File: config.mk
export PLATFORM = sky130hd
export DESIGN_NAME = mem_bus_arbiter
export DESIGN_NICKNAME = d
export VERILOG_FILES = /design/src/rtl/mem_bus_arbiter.sv
export SDC_FILE = /design/constraint.sdc
export NUM_CORES = 1
export LEC_CHECK = 0
export CORE_MARGIN = 3
export CORE_UTILIZATION = 39
export CTS_BUF_LIST = sky130_fd_sc_hd__clkbuf_2 sky130_fd_sc_hd__clkbuf_4 sky130_fd_sc_hd__clkbuf_8
export CTS_CLUSTER_DIAMETER = 120
export DETAILED_ROUTE_END_ITERATION = 8
export PLACE_DENSITY_LB_ADDON = 0.2
export SLEW_MARGIN = 30
export SYNTH_ARGS = -nofsm -noshare
export SYNTH_HDL_FRONTEND = slang
export SYNTH_SLANG_ARGS = --single-unit
File: constraint.sdc
create_clock -name clk -period 2.1 [get_ports clk]
set_clock_uncertainty 0.15 [all_clocks]
set_input_delay 0.21 -clock clk [delete_from_list [all_inputs] [get_ports clk]]
set_output_delay 0.21 -clock clk [all_outputs]
set_load 0.05 [all_outputs]
File: src/rtl/mem_bus_arbiter.sv
// Two-requester arbiter for the shared wishbone-style memory master port.
// Data requests win unless fetch has waited MAX_D_STREAK grants; a watchdog ends hung transfers.
module mem_bus_arbiter #(
  parameter int unsigned MAX_D_STREAK = 4,
  parameter int unsigned TIMEOUT      = 255,
  parameter int unsigned TIMEOUT_W    = 8
) (
  input  logic        clk,
  input  logic        rst,

  input  logic        i_req,
  input  logic [31:0] i_addr,
  output logic        i_ack,
  output logic [31:0] i_rdata,
  output logic        i_err,

  input  logic        d_req,
  input  logic        d_we,
  input  logic [31:0] d_addr,
  input  logic [31:0] d_wdata,
  input  logic [3:0]  d_sel,
  output logic        d_ack,
  output logic [31:0] d_rdata,
  output logic        d_err,

  output logic        read_i,
  output logic        write_i,
  output logic [31:0] adr_i,
  output logic [31:0] cpu_dat_i,
  output logic [3:0]  sel_i,
  input  logic        busy_o,
  input  logic [31:0] cpu_dat_o,

  output logic        arb_busy
);

  localparam int unsigned StreakW = (MAX_D_STREAK > 0) ? $clog2(MAX_D_STREAK + 1) : 1;

  typedef enum logic [1:0] {StIdle, StArm, StWait, StResp} state_e;

  state_e               state_q;
  logic                 gnt_d_q;
  logic                 we_q;
  logic [StreakW-1:0]   streak_q;
  logic [TIMEOUT_W-1:0] wdog_q;

  logic streak_full;
  logic pick_d;

  // Streak only grows while fetch is pending, so it never passes MAX_D_STREAK.
  always_comb begin
    streak_full = (streak_q == StreakW'(MAX_D_STREAK));
    pick_d      = d_req & (~i_req | ~streak_full);
  end

  always_ff @(posedge clk) begin
    if (!rst) begin
      state_q   <= StIdle;
      gnt_d_q   <= 1'b0;
      we_q      <= 1'b0;
      streak_q  <= '0;
      wdog_q    <= '0;
      i_ack     <= 1'b0;
      i_rdata   <= '0;
      i_err     <= 1'b0;
      d_ack     <= 1'b0;
      d_rdata   <= '0;
      d_err     <= 1'b0;
      read_i    <= 1'b0;
      write_i   <= 1'b0;
      adr_i     <= '0;
      cpu_dat_i <= '0;
      sel_i     <= '0;
      arb_busy  <= 1'b0;
    end else begin
      unique case (state_q)
        StIdle: begin
          if (i_req | d_req) begin
            state_q  <= StArm;
            arb_busy <= 1'b1;
            gnt_d_q  <= pick_d;
            if (pick_d) begin
              we_q      <= d_we;
              adr_i     <= d_addr;
              sel_i     <= d_sel;
              cpu_dat_i <= d_we ? d_wdata : '0;
              read_i    <= ~d_we;
              write_i   <= d_we;
              streak_q  <= i_req ? streak_q + StreakW'(1) : '0;
            end else begin
              we_q      <= 1'b0;
              adr_i     <= i_addr;
              sel_i     <= 4'hF;
              cpu_dat_i <= '0;
              read_i    <= 1'b1;
              write_i   <= 1'b0;
              streak_q  <= '0;
            end
          end
        end

        StArm: begin
          read_i  <= 1'b0;
          write_i <= 1'b0;
          wdog_q  <= '0;
          state_q <= StWait;
        end

        StWait: begin
          if (!busy_o) begin
            state_q <= StResp;
            if (gnt_d_q) begin
              d_ack   <= 1'b1;
              d_rdata <= we_q ? '0 : cpu_dat_o;
            end else begin
              i_ack   <= 1'b1;
              i_rdata <= cpu_dat_o;
            end
          end else if (wdog_q == TIMEOUT_W'(TIMEOUT)) begin
            // Hung slave: complete with an error and no data.
            state_q <= StResp;
            if (gnt_d_q) begin
              d_ack   <= 1'b1;
              d_err   <= 1'b1;
              d_rdata <= '0;
            end else begin
              i_ack   <= 1'b1;
              i_err   <= 1'b1;
              i_rdata <= '0;
            end
          end else begin
            wdog_q <= wdog_q + TIMEOUT_W'(1);
          end
        end

        StResp: begin
          state_q   <= StIdle;
          arb_busy  <= 1'b0;
          i_ack     <= 1'b0;
          i_err     <= 1'b0;
          i_rdata   <= '0;
          d_ack     <= 1'b0;
          d_err     <= 1'b0;
          d_rdata   <= '0;
          adr_i     <= '0;
          sel_i     <= '0;
          cpu_dat_i <= '0;
        end

        default: state_q <= StIdle;
      endcase
    end
  end

  // Only one requester owns the bus, so its ack and strobe are exclusive.
  assert property (@(posedge clk) !(i_ack && d_ack));
  assert property (@(posedge clk) !(read_i && write_i));

endmodule

==> out/metrics.csv <==
metric,value,unit
status,"finished, final reports clean",
syn_avg_cell_area,10.4,sq um
clk_path_buf_depth,2,
power.share.combinational,44.3,%
cp_top_family,buffers and inverters,
p_int,6300,uW
leakage,0.00369,uW
tightest_slew,0.563,ns
synth.distinct_cells,47,
min_path_type,input pin to flip-flop,
drt_iter0_markers,196,
rrSetupSlack,0.12,ns
root_buffer,clkbuf_8,
grt_max_degree,35,
worst_path_max_delay_cell,clkdlybuf4s50_1,
cp.required,1.74,ns
grt_pass1_vias,5800,
yosysSeqAreaShare,48.4,%
r2r-start,wdog_q[1],
setup_viol,0,
vias,5743,
nets,1043,
grt_pass1_wl,30200,microns
slew_headroom,62.3,%
dp_hpwl,13900,microns
core_area,0.0159,sq mm
track_usage,21.0,%
synth_top_cell_by_area,dfxtp_1,
cpPeakStageDelay,0.83,ns
wirelength,19100,microns
antenna_found_initial,0,
synth_edf_count,0,
worstSetupStartpointType,flip-flop,
dieArea,0.0179,sq mm
fin_crit,2.04,ns
syn_nets,758,
io_pins,277,
syn_area,0.00637,sq mm
cts_tree,done,
drc,0,
arrival,1.68,ns
first_pass_iters,5,
cp_cell_sequence,clkdlybuf4s50_1,
vias_per_cell,5.10,
switchingPower,4300,uW
critical_path_class,flip-flop to primary output,
crit_path_end_kind,primary output,
async_reset_ff_share,0,%
r2r_cells,6,
r2r_end,d_rdata[0],
post_drt_wl_per_cell,16.9,microns
drive_above_1_share,12.6,%
slew_viol_final,0,
row_count,46,
p_per_area,1060,mW/mm^2
finalCritPeriodShare,97.1,%
drv_cap,0,
synthTopCellsByArea,"dfxtp_1, mux2i_1, o2bb2ai_2",
fp.dieW,134,microns
area_growth,56.4,%
critPathLaunch,adr_i[3],
power_frac_seq,34.4,%
gp_congestion,0.832,
clock_sinks,154,
start_util,40.0,%
hold_viol,0,
cts.clk_slew.worst_paths,0.08,ns
cts_buffers,17,
antenna_left,0,
hold_depth,2,
fmax,491,MHz
dieHeight,134,microns
path_buf_inv,1,
min_to,cpu_dat_i[30],
overflow,0,
yosysTopAreaCellShare,48.4,%
io_buffers,276,
fin_ws,0.0616,ns
ys.flop_type,dfxtp_1,
nFillCells,1281,
ys_ff_latch,154,
peakVddDrop,624,uV
h-tree-depth,4,
switching_share,40.6,%
clock_power_share,21.3,%
antenna_cells,0,
synthCells,613,
yosys_warnings,0,
hold_path.startpoint,d_wdata[30],
crit_fanout,2,
place_ws,-0.00691,ns
p_total,10600,uW
insertion_delay,0.44,ns
cells in the mapped netlist (2+ instances only):
| cell | instances |
|---|---|
| buf_6 | 10 |
| or3_1 | 4 |
| o2bb2ai_2 | 30 |
| clkbuf_1 | 22 |
| nand2_1 | 111 |
| a2bb2oi_1 | 2 |
| a21oi_1 | 46 |
| nand3b_1 | 2 |
| nand2b_1 | 4 |
| nor3_1 | 3 |
| or4_1 | 2 |
| o211ai_1 | 2 |
| o21ai_2 | 3 |
| nand4_1 | 3 |
| o2bb2ai_1 | 2 |
| buf_2 | 15 |
| nor2_1 | 10 |
| ha_1 | 7 |
| inv_1 | 5 |
| mux2i_1 | 66 |
| nand3_1 | 11 |
| a22oi_1 | 3 |
| a31oi_1 | 2 |
| o31ai_1 | 3 |
| a21bo_1 | 32 |
| a22o_1 | 32 |
| and2_1 | 4 |
| o21ai_0 | 2 |
| dfxtp_1 | 154 |
| o21ai_1 | 4 |
logic make-up after synthesis:
| kind of cell | after synthesis | share of synthesized area, % |
|---|---|---|
| AO/OA/AOI/OAI | 171 | 23.9 |
| adder cells (fa/ha/maj) | 7 | 1.37 |
| flip-flops | 154 | 48.4 |
| multiplexers | 66 | 10.4 |
| buffers and inverters | 53 | 4.59 |
| AND/OR/NAND/NOR | 162 | 11.3 |
registers in the layout (all words and copies together), names as in the netlist, 2 cells and up:
name	count
sel_i	4
wdog_q	8
state_q	2
d_rdata	32
adr_i	32
i_rdata	32
streak_q	3
cpu_dat_i	32
worst max-delay path by stage:
stage | endpoint | depth (start not counted) | slack, ns
after global placement | adr_i[5] | 6 | 0.05
final | adr_i[3] | 1 | 0.06
after detailed placement | adr_i[9] | 6 | -0.007
after global routing | d_rdata[0] | 6 | -0.002
after floorplan | adr_i[13] | 8 | 0.15
after CTS | adr_i[6] | 1 | 0.02
area by class of cell:
cell class	instances	area, sq um	share of cell area [%]
Clock buffer	19	255	2.56
Clock inverter	13	143	1.43
Inverter	6	22.5	0.226
Multi-Input combinational cell	406	3020	30.3
Sequential cell	154	3080	30.9
Tap cell	216	270	2.71
Timing Repair Buffer	313	3170	31.8
placed cells by master (no fill, tap or decap), drive strengths merged, types with 6 or more instances in the layout:
cell type	instances
clkbuf	20
buf	36
o2bb2ai	32
nand2	111
nand3	11
a21bo	32
nor2	11
a21oi	46
a22o	32
mux2i	66
inv	9
dfxtp	154
clkdlybuf4s50	275
clkinv	6
ha	7
o21ai	9
power by group through the flow:
stage	registers, uW	clock network [uW]	logic (uW)
2_1_floorplan	4990	0	1670
3_3_place_gp	3690	0	4540
3_5_place_dp	3690	0	4630
4_1_cts	3640	2330	4650
5_1_grt	3700	2430	4950
6_report	3650	2260	4690
per-stage QoR:
stage	setup TNS [ns]	std cells	cell area, sq um	utilization (%)	hold slack [ns]
floorplan	0	613	6370	-	0.185
global placement	0	1092	9520	59.7	0.290
detailed placement	-0.0341	1092	9520	59.7	0.297
CTS	0	1124	9920	62.2	0.166
global route	-0.00206	1127	9970	62.5	0.182
finish	0	1127	9970	62.5	0.205
routing by layer:
metal  vias up  part of all wire [%]  global-route usage [%]
met4         0                   2.1                    7.09
li1       2769                     -                       -
met3        25                   9.3                    7.95
met1      2709                    41                    25.5
met2       240                    48                    34.2
met5         -                     0                       0
timing repair:
action,CTS,global route
setup endpoints to repair,0,66
hold buffers,0,0
buffers inserted,0,2
resized for setup,0,5
Note: power is estimated with default switching activity, not from simulation.
